===== src/rtl/time_keeper_multi_if.sv =====
// Control and display bundle between the button/tick front end and the
// time keeper. The master side drives the controls, the slave side (the
// time keeper) drives the displayed fields back.
interface time_keeper_multi_if #(
   parameter int W = 6
);
   logic         i_tick;
   logic [1:0]   i_mode;
   logic         i_set;
   logic [1:0]   i_sel;
   logic         i_up;
   logic         i_down;
   logic         i_start;
   logic         i_clear;
   logic [W-1:0] o_hour;
   logic [W-1:0] o_min;
   logic [W-1:0] o_sec;
   logic         o_running;
   logic         o_timer_done;

   modport master (
      output i_tick, i_mode, i_set, i_sel, i_up, i_down, i_start, i_clear,
      input  o_hour, o_min, o_sec, o_running, o_timer_done
   );

   modport slave (
      input  i_tick, i_mode, i_set, i_sel, i_up, i_down, i_start, i_clear,
      output o_hour, o_min, o_sec, o_running, o_timer_done
   );
endinterface


===== src/rtl/time_keeper_multi.sv =====
// Three background time banks (wall clock, countdown timer, stopwatch).
// The bank chosen by i_mode is shown on the display fields; every bank
// keeps its own state and keeps counting while it is not displayed.
module time_keeper_multi #(
   parameter int W        = 6,
   parameter int SEC_MOD  = 60,
   parameter int HOUR_MOD = 24
) (
   input  logic                i_clk,
   input  logic                i_reset,
   time_keeper_multi_if.slave  bus
);

   localparam logic [W-1:0] SEC_MAX  = W'(SEC_MOD - 1);
   localparam logic [W-1:0] HOUR_MAX = W'(HOUR_MOD - 1);

   // Button bit positions inside the edge-detect vectors
   localparam int BTN_UP    = 0;
   localparam int BTN_DOWN  = 1;
   localparam int BTN_START = 2;
   localparam int BTN_CLEAR = 3;

   typedef struct packed {
      logic [W-1:0] h;
      logic [W-1:0] m;
      logic [W-1:0] s;
   } bank_t;

   function automatic logic [W-1:0] inc_f(input logic [W-1:0] v, input logic [W-1:0] max);
      return (v == max) ? '0 : v + W'(1);
   endfunction

   function automatic logic [W-1:0] dec_f(input logic [W-1:0] v, input logic [W-1:0] max);
      return (v == '0) ? max : v - W'(1);
   endfunction

   function automatic logic is_zero(input bank_t b);
      return (b.h == '0) && (b.m == '0) && (b.s == '0);
   endfunction

   // One second forward with carries; the hour field simply wraps
   function automatic bank_t tick_up(input bank_t b);
      bank_t r;
      r   = b;
      r.s = inc_f(b.s, SEC_MAX);
      if (b.s == SEC_MAX) begin
         r.m = inc_f(b.m, SEC_MAX);
         if (b.m == SEC_MAX) r.h = inc_f(b.h, HOUR_MAX);
      end
      return r;
   endfunction

   // One second backward with borrows; only called on a non-zero bank
   function automatic bank_t tick_down(input bank_t b);
      bank_t r;
      r   = b;
      r.s = dec_f(b.s, SEC_MAX);
      if (b.s == '0) begin
         r.m = dec_f(b.m, SEC_MAX);
         if (b.m == '0) r.h = dec_f(b.h, HOUR_MAX);
      end
      return r;
   endfunction

   // Set-mode edit of one field, modulo its own limit, never carrying;
   // simultaneous up and down cancel out
   function automatic bank_t edit_f(input bank_t b, input logic [1:0] sel,
                                    input logic up, input logic dn);
      bank_t r;
      r = b;
      if (up ^ dn) begin
         case (sel)
            2'd0:    r.s = up ? inc_f(b.s, SEC_MAX)  : dec_f(b.s, SEC_MAX);
            2'd1:    r.m = up ? inc_f(b.m, SEC_MAX)  : dec_f(b.m, SEC_MAX);
            2'd2:    r.h = up ? inc_f(b.h, HOUR_MAX) : dec_f(b.h, HOUR_MAX);
            default: r   = b;
         endcase
      end
      return r;
   endfunction

   logic [3:0] btn;
   logic [3:0] prev_q;
   logic [3:0] edge_q;

   assign btn = {bus.i_clear, bus.i_start, bus.i_down, bus.i_up};

   generate
      for (genvar gi = 0; gi < 4; gi++) begin : g_btn
         // Rising-edge detector per button; the edge is registered so the
         // action lands one clock after the level is first seen high
         always_ff @(posedge i_clk or negedge i_reset) begin
            if (!i_reset) begin
               prev_q[gi] <= 1'b0;
               edge_q[gi] <= 1'b0;
            end else begin
               prev_q[gi] <= btn[gi];
               edge_q[gi] <= btn[gi] & ~prev_q[gi];
            end
         end
      end
   endgenerate

   logic up_e, dn_e, st_e, clr_e;
   logic set_act;

   assign up_e    = edge_q[BTN_UP];
   assign dn_e    = edge_q[BTN_DOWN];
   assign st_e    = edge_q[BTN_START];
   assign clr_e   = edge_q[BTN_CLEAR];
   assign set_act = bus.i_set && (bus.i_mode != 2'd3);

   bank_t clk_q, clk_d;
   bank_t tmr_q, tmr_d;
   bank_t sw_q,  sw_d;
   logic  tmr_run_q, tmr_run_d;
   logic  sw_run_q,  sw_run_d;
   logic  done_q,    done_d;

   // Wall clock: edited in mode 0 set, otherwise counts every tick
   always_comb begin
      clk_d = clk_q;
      if (set_act && (bus.i_mode == 2'd0))
         clk_d = edit_f(clk_q, bus.i_sel, up_e, dn_e);
      else if (bus.i_tick)
         clk_d = tick_up(clk_q);
   end

   // Countdown timer: clear > edit > tick; expiry drops the run flag and
   // raises a one-cycle done pulse
   always_comb begin
      tmr_d     = tmr_q;
      tmr_run_d = tmr_run_q;
      done_d    = 1'b0;
      if ((bus.i_mode == 2'd1) && clr_e) begin
         tmr_d     = '0;
         tmr_run_d = 1'b0;
      end else begin
         if (set_act && (bus.i_mode == 2'd1)) begin
            tmr_d = edit_f(tmr_q, bus.i_sel, up_e, dn_e);
         end else if (bus.i_tick && tmr_run_q) begin
            if (is_zero(tmr_q)) begin
               // Edited down to zero while running: stop quietly
               tmr_run_d = 1'b0;
            end else begin
               tmr_d = tick_down(tmr_q);
               if (is_zero(tmr_d)) begin
                  tmr_run_d = 1'b0;
                  done_d    = 1'b1;
               end
            end
         end
         // Start toggles, but a timer sitting at zero cannot be started
         if ((bus.i_mode == 2'd1) && st_e)
            tmr_run_d = tmr_run_q ? 1'b0 : !is_zero(tmr_d);
      end
   end

   // Stopwatch: clear > edit > tick, wraps at the top of the hour range
   always_comb begin
      sw_d     = sw_q;
      sw_run_d = sw_run_q;
      if ((bus.i_mode == 2'd2) && clr_e) begin
         sw_d     = '0;
         sw_run_d = 1'b0;
      end else begin
         if (set_act && (bus.i_mode == 2'd2))
            sw_d = edit_f(sw_q, bus.i_sel, up_e, dn_e);
         else if (bus.i_tick && sw_run_q)
            sw_d = tick_up(sw_q);
         if ((bus.i_mode == 2'd2) && st_e)
            sw_run_d = ~sw_run_q;
      end
   end

   // Bank state registers
   always_ff @(posedge i_clk or negedge i_reset) begin
      if (!i_reset) begin
         clk_q     <= '0;
         tmr_q     <= '0;
         sw_q      <= '0;
         tmr_run_q <= 1'b0;
         sw_run_q  <= 1'b0;
         done_q    <= 1'b0;
      end else begin
         clk_q     <= clk_d;
         tmr_q     <= tmr_d;
         sw_q      <= sw_d;
         tmr_run_q <= tmr_run_d;
         sw_run_q  <= sw_run_d;
         done_q    <= done_d;
      end
   end

   // Display mux: combinational so a mode change shows up at once
   always_comb begin
      bus.o_hour    = clk_q.h;
      bus.o_min     = clk_q.m;
      bus.o_sec     = clk_q.s;
      bus.o_running = 1'b0;
      case (bus.i_mode)
         2'd1: begin
            bus.o_hour    = tmr_q.h;
            bus.o_min     = tmr_q.m;
            bus.o_sec     = tmr_q.s;
            bus.o_running = tmr_run_q;
         end
         2'd2: begin
            bus.o_hour    = sw_q.h;
            bus.o_min     = sw_q.m;
            bus.o_sec     = sw_q.s;
            bus.o_running = sw_run_q;
         end
         default: ;
      endcase
   end

   assign bus.o_timer_done = done_q;

endmodule


===== src/flat_wrapper.sv =====
// flat-port wrapper written by rule: the top's interface ports become plain ports
module time_keeper_multi_flat 
#(
   parameter int W        = 6,
   parameter int SEC_MOD  = 60,
   parameter int HOUR_MOD = 24
)
  (i_clk, i_reset, bus_i_tick, bus_i_mode, bus_i_set, bus_i_sel, bus_i_up, bus_i_down, bus_i_start, bus_i_clear, bus_o_hour, bus_o_min, bus_o_sec, bus_o_running, bus_o_timer_done);
  time_keeper_multi_if #(.W(W)) bus_i ();
  input  logic i_clk;
  input  logic i_reset;
  input wire logic [$bits(bus_i.i_tick)-1:0] bus_i_tick;
  input wire logic [$bits(bus_i.i_mode)-1:0] bus_i_mode;
  input wire logic [$bits(bus_i.i_set)-1:0] bus_i_set;
  input wire logic [$bits(bus_i.i_sel)-1:0] bus_i_sel;
  input wire logic [$bits(bus_i.i_up)-1:0] bus_i_up;
  input wire logic [$bits(bus_i.i_down)-1:0] bus_i_down;
  input wire logic [$bits(bus_i.i_start)-1:0] bus_i_start;
  input wire logic [$bits(bus_i.i_clear)-1:0] bus_i_clear;
  output wire logic [$bits(bus_i.o_hour)-1:0] bus_o_hour;
  output wire logic [$bits(bus_i.o_min)-1:0] bus_o_min;
  output wire logic [$bits(bus_i.o_sec)-1:0] bus_o_sec;
  output wire logic [$bits(bus_i.o_running)-1:0] bus_o_running;
  output wire logic [$bits(bus_i.o_timer_done)-1:0] bus_o_timer_done;
  assign bus_i.i_tick = bus_i_tick;
  assign bus_i.i_mode = bus_i_mode;
  assign bus_i.i_set = bus_i_set;
  assign bus_i.i_sel = bus_i_sel;
  assign bus_i.i_up = bus_i_up;
  assign bus_i.i_down = bus_i_down;
  assign bus_i.i_start = bus_i_start;
  assign bus_i.i_clear = bus_i_clear;
  assign bus_o_hour = bus_i.o_hour;
  assign bus_o_min = bus_i.o_min;
  assign bus_o_sec = bus_i.o_sec;
  assign bus_o_running = bus_i.o_running;
  assign bus_o_timer_done = bus_i.o_timer_done;
  time_keeper_multi #(.W(W), .SEC_MOD(SEC_MOD), .HOUR_MOD(HOUR_MOD)) u_core (.i_clk(i_clk), .i_reset(i_reset), .bus(bus_i));
endmodule

===== config.mk =====
export PLATFORM = sky130hd
export DESIGN_NAME = time_keeper_multi_flat
export DESIGN_NICKNAME = d
export VERILOG_FILES = /design/src/rtl/time_keeper_multi_if.sv /design/src/rtl/time_keeper_multi.sv /design/src/flat_wrapper.sv
export SDC_FILE = /design/constraint.sdc
export NUM_CORES = 1
export LEC_CHECK = 0
export BUFFER_PORTS_ARGS = -buffer_cell sky130_fd_sc_hd__buf_2
export CAP_MARGIN = 10
export CORE_MARGIN = 4
export CORE_UTILIZATION = 45
export DETAILED_ROUTE_END_ITERATION = 16
export PLACE_DENSITY = 0.59
export SLEW_MARGIN = 10
export SYNTH_ARGS = -nofsm -noshare
export SYNTH_HDL_FRONTEND = slang
export SYNTH_SLANG_ARGS = --single-unit

===== constraint.sdc =====
create_clock -name i_clk -period 3.6 [get_ports i_clk]
set_clock_uncertainty 0.05 [all_clocks]
set_input_delay 0.72 -clock i_clk [delete_from_list [all_inputs] [get_ports i_clk]]
set_output_delay 0.72 -clock i_clk [all_outputs]
set_load 0.005 [all_outputs]

* After elaboration in Yosys (flattened, before gate mapping) *
Cells that the tools add are included.

storage, ports and cells
  output and inout port bits = 20
  register bits after elaboration = 65
  input bits = 12

operators by class
  muxes and demuxes = 77
  bitwise gates (word level) = 10
  equal/unequal tests = 23
  add/sub/neg operators = 18
  reductions and logical operators = 50

operator list
  kind                   number
  $mux W18               13
  $mux W6                39
  $logic_not A6 Y1       15
  $mux W12               7
  $add A6 B1 Y6 const B  9
  $sub A6 B1 Y6 const B  9
  $eq A6 B6 Y1 const B   6
  $pmux W6 S2            3
  $eq A6 B5 Y1 const B   3
  $logic_and A1 B1 Y1    16
  $ne A3 B2 Y1 const B   5
  $mux W1                14
  $reduce_bool A3 Y1     4
  $ne A2 B2 Y1 const B   5
  $reduce_and A5 Y1      2
  $reduce_and A3 Y1      3
  $reduce_and A4 Y1      2
  $reduce_bool A2 Y1     4
  $not A1 Y1             5
  $and A1 B1 Y1          4
  $eq A2 B1 Y1 const B   2
  $eq A2 B2 Y1 const B   2
  $logic_not A2 Y1       2
  $reduce_bool A4 Y1     1
  3 further kinds        3

* Depth between registers and ports, before layout *
Gate-level depths: netlist of run 1.

  word-level depth = 19
  depth in mapped cells = 12
  gate-level depth less buffers = 10

* Least setup slack after synthesis of run 1 *
OpenSTA, ideal clock, no wires.

  kind = reg-to-reg
  start = register u_core.tmr_q[6] (netlist bit)
  end = register u_core.tmr_run_q
  arrival time = 3.085 ns
  required time = 3.428 ns
  setup time = 0.122 ns
  cell stages (with the launch flop) = 12
  slack = 0.343 ns
  path buffers = 1
  cell sequence = dfrtp_1 -> clkbuf_1 -> inv_1 -> ha_1 -> or4b_4 -> nor4_4 -> nand2_2 -> a221o_1 -> o2bb2ai_1 -> a2111o_1 -> or4b_1 -> o2bb2ai_1

on the way
  longest elaborated chain between the ends = 18

RTL lines
  what                                                      RTL line                                                                   RTL
  start, declared                                           time_keeper_multi.sv:114                                                   bank_t tmr_q, tmr_d;
  start signal, assigned                                    time_keeper_multi.sv:187                                                   tmr_q <= tmr_d;
  $sub A6 B1 Y6 / $logic_not A6 Y1 (equally long branches)  time_keeper_multi.sv:34, time_keeper_multi.sv:38, time_keeper_multi.sv:60
  $mux W6 (on tied branches)                                time_keeper_multi.sv:34, time_keeper_multi.sv:60
  $mux W12                                                  time_keeper_multi.sv:58                                                    if (b.s == '0) begin
  $mux W12                                                  time_keeper_multi.sv:142                                                   if (is_zero(tmr_q)) begin
  $mux W12                                                  time_keeper_multi.sv:141                                                   end else if (bus.i_tick && tmr_run_q) begin
  $mux W12                                                  time_keeper_multi.sv:139                                                   if (set_act && (bus.i_mode == 2'd1)) begin
  $mux W12                                                  time_keeper_multi.sv:135                                                   if ((bus.i_mode == 2'd1) && clr_e) begin
  $mux W18                                                  time_keeper_multi.sv:142
  $mux W18                                                  time_keeper_multi.sv:141
  $mux W18                                                  time_keeper_multi.sv:139
  $mux W18                                                  time_keeper_multi.sv:135
  $logic_not A6 Y1                                          time_keeper_multi.sv:38                                                    return (b.h == '0) && (b.m == '0) && (b.s == '0);
  $logic_and A1 B1 Y1 (2 in series)                         time_keeper_multi.sv:38
  $logic_not A1 Y1                                          time_keeper_multi.sv:155                                                   tmr_run_d = tmr_run_q ? 1'b0 : !is_zero(tmr_d);
  $mux W1                                                   time_keeper_multi.sv:155
  $mux W1                                                   time_keeper_multi.sv:154                                                   if ((bus.i_mode == 2'd1) && st_e)
  $mux W1                                                   time_keeper_multi.sv:135
  end signal, assigned                                      time_keeper_multi.sv:189                                                   tmr_run_q <= tmr_run_d;
  end, declared                                             time_keeper_multi.sv:116                                                   logic tmr_run_q, tmr_run_d;

Several ways; a longest one is shown, not always the timed one. The select of a mux whose other input is x is not followed.
A chain may end at the register's enable or synchronous reset.

* Worst setup path after layout of run 1 *
  start = register u_core.tmr_q[0] (netlist bit)
  end = register u_core.tmr_run_q

on the way
  longest elaborated chain between the ends = 17

RTL lines
  what                               RTL line
  $logic_not A6 Y1                   time_keeper_multi.sv:34, time_keeper_multi.sv:38, time_keeper_multi.sv:58
  $mux W12                           time_keeper_multi.sv:58
  $mux W12                           time_keeper_multi.sv:142
  $mux W12                           time_keeper_multi.sv:141
  $mux W12                           time_keeper_multi.sv:139
  $mux W12                           time_keeper_multi.sv:135
  $mux W18                           time_keeper_multi.sv:142
  $mux W18                           time_keeper_multi.sv:141
  $mux W18                           time_keeper_multi.sv:139
  $mux W18                           time_keeper_multi.sv:135
  $logic_not A6 Y1                   time_keeper_multi.sv:38
  $logic_and A1 B1 Y1 (2 in series)  time_keeper_multi.sv:38
  $logic_not A1 Y1                   time_keeper_multi.sv:155
  $mux W1                            time_keeper_multi.sv:155
  $mux W1                            time_keeper_multi.sv:154
  $mux W1                            time_keeper_multi.sv:135

Several ways; a longest one is shown, not always the timed one. The select of a mux whose other input is x is not followed.

==> results of run 1 <==
placed cells by master, fill, tap and decap left out, drive strengths merged, types with 4 or more instances in the layout:
master | Yosys | final
inv | 27 | 28
a22oi | 22 | 22
ha | 27 | 27
a31oi | 12 | 12
a221oi | 5 | 5
o22ai | 6 | 6
o21ai | 81 | 81
xor2 | 4 | 4
nor2 | 107 | 107
nor4 | 4 | 4
nand2b | 11 | 11
and3 | 11 | 11
o31ai | 13 | 13
nor4b | 4 | 4
buf | 7 | 74
a211oi | 10 | 10
nand2 | 80 | 80
nand4 | 13 | 13
clkinv | 1 | 4
or3 | 16 | 16
nand3b | 6 | 6
o41ai | 5 | 5
dfrtp | 65 | 65
a21boi | 5 | 5
xnor2 | 13 | 13
nor2b | 17 | 17
clkbuf | 58 | 9
o211ai | 7 | 7
or4 | 5 | 5
and2 | 7 | 7
nand3 | 43 | 43
nor3 | 29 | 29
or2 | 6 | 6
a21oi | 72 | 72
final cells by class:
| class | count | area, sq um | share of cell area |
|---|---|---|---|
| Clock inverter | 7 | 46.3 | 0.00675 |
| Timing Repair Buffer | 74 | 478 | 0.0697 |
| Clock buffer | 9 | 225 | 0.0329 |
| Tap cell | 176 | 220 | 0.0321 |
| Multi-Input combinational cell | 698 | 4150 | 0.606 |
| Inverter | 28 | 105 | 0.0153 |
| Sequential cell | 65 | 1630 | 0.237 |
worst paths after layout:
path	to	slack (ps)	cells past startpoint	from
max in group asynchronous	u_core.sw_q[5]$_DFFE_PN0P_	2420	2	i_reset
max	u_core.tmr_run_q$_DFFE_PN0P_	190	10	u_core.tmr_q[0]$_DFF_PN0_
min reg2reg	u_core.up_e$_DFF_PN0_	340	1	u_core.prev_q[0]$_DFF_PN0_
min	u_core.bus.o_timer_done$_DFF_PN0_	310	1	i_reset
max reg2reg	u_core.tmr_run_q$_DFFE_PN0P_	190	10	u_core.tmr_q[0]$_DFF_PN0_
min in group i_clk	u_core.up_e$_DFF_PN0_	340	1	u_core.prev_q[0]$_DFF_PN0_
worst max-delay path: cells and delay by family, from the launching register on:
family          cells  cell delay, ps
simple gates        4            1490
compound gates      4            1040
flops               1             370
fa+ha+maj           1             200
buf+inv             1             150
routing by layer:
| layer | global-route usage | share of wire | vias to the layer above |
|---|---|---|---|
| met5 | 0 | 0 | - |
| li1 | - | - | 3172 |
| met4 | 0.0883 | 0.019 | 0 |
| met1 | 0.375 | 0.45 | 3215 |
| met3 | 0.0506 | 0.080 | 36 |
| met2 | 0.402 | 0.45 | 317 |
registers in the layout, summed over array words and instances (netlist names):
register,count
u_core.bus.o_timer_done,1
u_core.clk_q,18
u_core.clr_e,1
u_core.dn_e,1
u_core.prev_q,4
u_core.st_e,1
u_core.sw_q,18
u_core.sw_run_q,1
u_core.tmr_q,18
u_core.tmr_run_q,1
u_core.up_e,1
cells by family after synthesis:
group           share of synthesized area
simple gates                        0.304
compound gates                      0.289
buf+inv                            0.0583
flops                               0.265
fa+ha+maj                          0.0550
xor+xnor                           0.0243
mux                               0.00510
power breakdown:
part	internal, uW	switching, uW	leakage [uW]	total (uW)
sequential	932	373	0.000835	1300
clock	465	378	0.000128	843
combinational	924	1370	0.00179	2290
per-stage QoR:
stage	hold slack (ps)	util	setup slack [ps]
final	308	0.516	185
after global routing	352	0.516	32.2
after CTS	318	0.516	239
after detailed placement	336	0.495	256
after global placement	333	0.495	318
after floorplan	328	-	343
==> metrics.yaml, run 1 <==
cp_cell_sequence: "inv_1 > ha_1 > or3b_4 > nor4_4 > nand2_2 > a221o_1 > o2bb2ai_1 > a2111o_1 > or4b_1 > o2bb2ai_1"
grt_pass1_wl_microns: 33400
max-clock-path-buffers: 2
postCtsHoldBufs: 0
setup_tns_ps: 0
initial_utilization: 0.462
synth.most_common_cell: "nor2_1"
core.rowCount: 42
hold_viol: 0
maxSlewViolCount: 0
design_area_sq_mm: 0.00686
synth_ff_type: "dfrtp_1"
status: "finished clean"
min_path_type: "primary input to asynchronous set/reset pin"
synth_nets: 895
drt_wl_total_microns: 20800
cpMostUsedCell: "o2bb2ai_1"
fin_crit_sh: 0.949
htreeDepth: 3
rsz0062_at_grt: "false"
p_total_uw: 4440
ant_nets: 0
yosys_register_bits: 65
vias_per_cell: 6.38
clock_tree.root_cell: "clkbuf_16"
track_usage: 0.264
synthDistinctLibCells: 77
slew_headroom: 0.285
synth_area_sq_mm: 0.00614
synth_area_per_cell_sq_um: 7.17
post_cts_buffers: 0
cp.required_ps: 3780
area.growth.synth_to_final_pct: 11.7
drive_above_1_share: 0.120
numCtsBuffers: 9
grt_pass1_vias: 6188
die-area_sq_mm: 0.0156
wire_per_inst_microns: 19.7
cts_tree: "done"
period_needed_ps: 3410
cp-start-kind: "register"
dp.cells: 1041
synth_top_cell_area_share: 0.265
ios: 32
async_flop_share: 1.00
cap_violations: 0
antenna-diode-count: 0
p_per_area_mw_per_mm2: 648
fmax_ghz: 0.293
crit_path_end_kind: "register"
firstDrtPassIters: 6
worst_path_max_delay_cell: "or4b_1"
drtIter0Drc: 754
ys_seq_area_frac: 0.265
synth_edf_count: 0
place_area_sq_mm: 0.00658
worstSetupPathType: "register to register"
grt_max_degree: 38
leakagePower_uw: 0.00275
critPathMaxStageDelay_ps: 530
synthTopCellsByCount: "107 x nor2_1, 79 x nand2_1, 79 x o21ai_0"
fp.dieH_microns: 125
worst_pin_slew_ps: 1060
place_congestion: 0.921
peakVddDrop_v: 0.000318
synth-warning-count: 0
cts-resized-gates: 0
clkTransAtPathRegs_ps: 60
nets: 915
dp_hpwl_microns: 15600
clock_sinks: 65
crit_arrival_ps: 3600
io_buffer_count: 31
dieWidth_microns: 125
synthTopCellsByArea: "dfrtp_1 26%, nor2_1 6.5%, o21ai_0 6.4%"
dr_total_vias: 6740
synth_top_area_cell: "dfrtp_1"
core_area_sq_mm: 0.0133
fill_cells: 1328
fin_cells: 1057
finalSetupViolCount: 0
postSynthCellCount: 856
drcViolationCount: 0
antenna_found_initial: 0
path_max_fanout: 5
grt-ovfl-total: 0
insertion_delay_ps: 350
No activity file was read; power rests on OpenSTA's default activity.
==> inputs of run 2 (changes only) <==
- CORE_ASPECT_RATIO: unset -> 1.2
==> run 2 against run 1 <==
Die area is essentially flat; setup slack improved by 67 ps; via count fell by 0.82%; fmax is 2.0% higher; worst hold slack improved by 37 ps; critical path type unchanged.
==> metrics.yaml, run 2 (synthesis results as in run 1) <==
grtUsageMet1: 0.369  # was 0.375
vias_per_cell: 6.35  # was 6.38
fmax_ghz: 0.299  # was 0.293 GHz
hold_viol: 0  # unchanged
finalSetupViolCount: 0  # unchanged
clock_tree.root_cell: "clkbuf_16"  # unchanged
antenna_found_initial: 0  # unchanged
postCtsHoldBufs: 0  # unchanged
place_congestion: 0.995  # was 0.921
numCtsBuffers: 9  # unchanged
drcViolationCount: 0  # unchanged
cts-resized-gates: 0  # unchanged
drive_above_1_share: 0.123  # was 0.120
worstSetupPathType: "register to register"  # unchanged
rsz0062_at_grt: "false"  # unchanged
drtIter0Drc: 787  # was 754
period_needed_ps: 3350  # was 3410 ps
io_buffer_count: 31  # unchanged
grt-ovfl-total: 0  # unchanged
peakVddDrop_v: 0.000295  # was 0.000318 V
htreeDepth: 3  # unchanged
grt_max_degree: 38  # unchanged
dr_total_vias: 6685  # was 6,740
firstDrtPassIters: 6  # unchanged
final_common_cell: "nor2_1"  # unchanged
p_per_area_mw_per_mm2: 659  # was 648 mW/mm^2
clock_sinks: 65  # unchanged
track_usage: 0.282  # was 0.264
p_sw_uw: 2130  # was 2120 uW
rr_worst_depth: 10  # unchanged
drt_wl_total_microns: 21700  # was 20,800 microns
min_path_type: "primary input to asynchronous set/reset pin"  # unchanged
use_met2: 0.464  # was 0.402
reg2reg_slack_ps: 250  # was 190 ps
p_int_uw: 2420  # was 2320 uW
grt_pass1_wl_microns: 34700  # was 33,400 microns
fin_crit_sh: 0.930  # was 0.949
top_regs: "u_core.clk_q (18), u_core.sw_q (18), u_core.tmr_q (18)"  # unchanged
dp_hpwl_microns: 16400  # was 15,600 microns
clkPwrFrac: 0.203  # was 0.190
maxSlewViolCount: 0  # unchanged
grt.busiest_layer: "met2"  # unchanged
dieWidth_microns: 115  # was 125 microns
cp-start-kind: "register"  # unchanged
status: "finished clean"  # unchanged
post_cts_buffers: 0  # unchanged
nets: 918  # was 915
core_area_sq_mm: 0.0133  # unchanged
r2r-end: "u_core.tmr_run_q$_DFFE_PN0P_"  # unchanged
worstReg2RegStart: "u_core.tmr_q[0]$_DFF_PN0_"  # unchanged
hold_ws_ps: 345  # was 308 ps
setup_tns_ps: 0  # unchanged
cts_tree: "done"  # unchanged
die-area_sq_mm: 0.0156  # about the same
crit_path_end_kind: "register"  # unchanged
cp.required_ps: 3780  # about the same
insertion_delay_ps: 350  # about the same
clkTransAtPathRegs_ps: 60  # about the same
ant_nets: 0  # unchanged
cap_violations: 0  # unchanged
switching_share: 0.468  # was 0.477
fp.dieH_microns: 136  # was 125 microns
crit_arrival_ps: 3520  # was 3600 ps
worst_pin_slew_ps: 1080  # was 1060 ps
core.rowCount: 46  # was 42
path_max_fanout: 5  # unchanged
ios: 32  # unchanged
grtUsageMet3: 0.0561  # was 0.0506
leakagePower_uw: 0.00279  # was 0.00275 uW
antenna-diode-count: 0  # unchanged
p_comb_frac: 0.511  # was 0.516
wire_per_inst_microns: 20.6  # was 19.7 microns
max-clock-path-buffers: 2  # unchanged
slew_headroom: 0.273  # was 0.285
fill_cells: 1313  # was 1,328
layout_common_cells: "107 x nor2_1, 79 x nand2_1, 79 x o21ai_0, 72 x a21oi_1, 65 x dfrtp_1"  # unchanged
area.growth.synth_to_final_pct: 12.4  # was 11.7%
grt_pass1_vias: 6331  # was 6,188
pwr-share-seq: 0.286  # was 0.294
initial_utilization: 0.462  # unchanged
[run 2: cell type report]
| type | instances | area, sq um | share of cell area |
|---|---|---|---|
| Inverter | 28 | 105 | 0.0152 |
| Sequential cell | 65 | 1630 | 0.236 |
| Tap cell | 168 | 210 | 0.0305 |
| Multi-Input combinational cell | 698 | 4150 | 0.602 |
| Clock buffer | 10 | 239 | 0.0346 |
| Clock inverter | 6 | 66.3 | 0.00961 |
| Timing Repair Buffer | 77 | 500 | 0.0725 |
[run 2: worst max-delay path: stages, from the launching register on]
cell	delay [ps]
dfrtp_1	370
inv_1	140
ha_1	200
or3b_4	420
nor4_4	350
nand2_2	150
a221o_1	360
o2bb2ai_1	130
a2111o_1	400
or4b_1	520
o2bb2ai_1	140
[run 2: power by group through the flow]
stage	Sequential (uW)	Clock (uW)	Combinational, uW
after detailed placement	1300	0	2270
after floorplan	1110	0	1700
final	1300	924	2320
after global placement	1290	0	2250
after CTS	1290	946	2280
after global routing	1330	974	2570
[run 2: worst max path at each step]
stage	start	end	slack [ps]
floorplan	u_core.tmr_q[6]$_DFF_PN0_	u_core.tmr_run_q$_DFFE_PN0P_	340
global placement	u_core.tmr_q[0]$_DFF_PN0_	u_core.tmr_run_q$_DFFE_PN0P_	290
detailed placement	bus_i_mode[0]	u_core.tmr_run_q$_DFFE_PN0P_	210
CTS	u_core.tmr_q[0]$_DFF_PN0_	u_core.tmr_run_q$_DFFE_PN0P_	250
global route	u_core.tmr_q[0]$_DFF_PN0_	u_core.tmr_run_q$_DFFE_PN0P_	40
finish	u_core.tmr_q[0]$_DFF_PN0_	u_core.tmr_run_q$_DFFE_PN0P_	250
[run 2: per-layer routing]
metal  share of wire  up-vias
met5               0        -
met4           0.032        0
met3           0.073       49
met2            0.47      289
met1            0.43     3158
li1                -     3189
[run 2: stage by stage]
| stage | std cells | util | worst slack [ps] | power [uW] | instance area (sq um) |
|---|---|---|---|---|---|
| detailed placement | 1036 | 0.496 | 212 | 3570 | 6600 |
| global placement | 1036 | 0.496 | 292 | 3540 | 6600 |
| CTS | 1052 | 0.519 | 248 | 4520 | 6900 |
| floorplan | 856 | - | 343 | 2810 | 6140 |
| global route | 1052 | 0.519 | 42.2 | 4870 | 6900 |
| finish | 1052 | 0.519 | 252 | 4550 | 6900 |
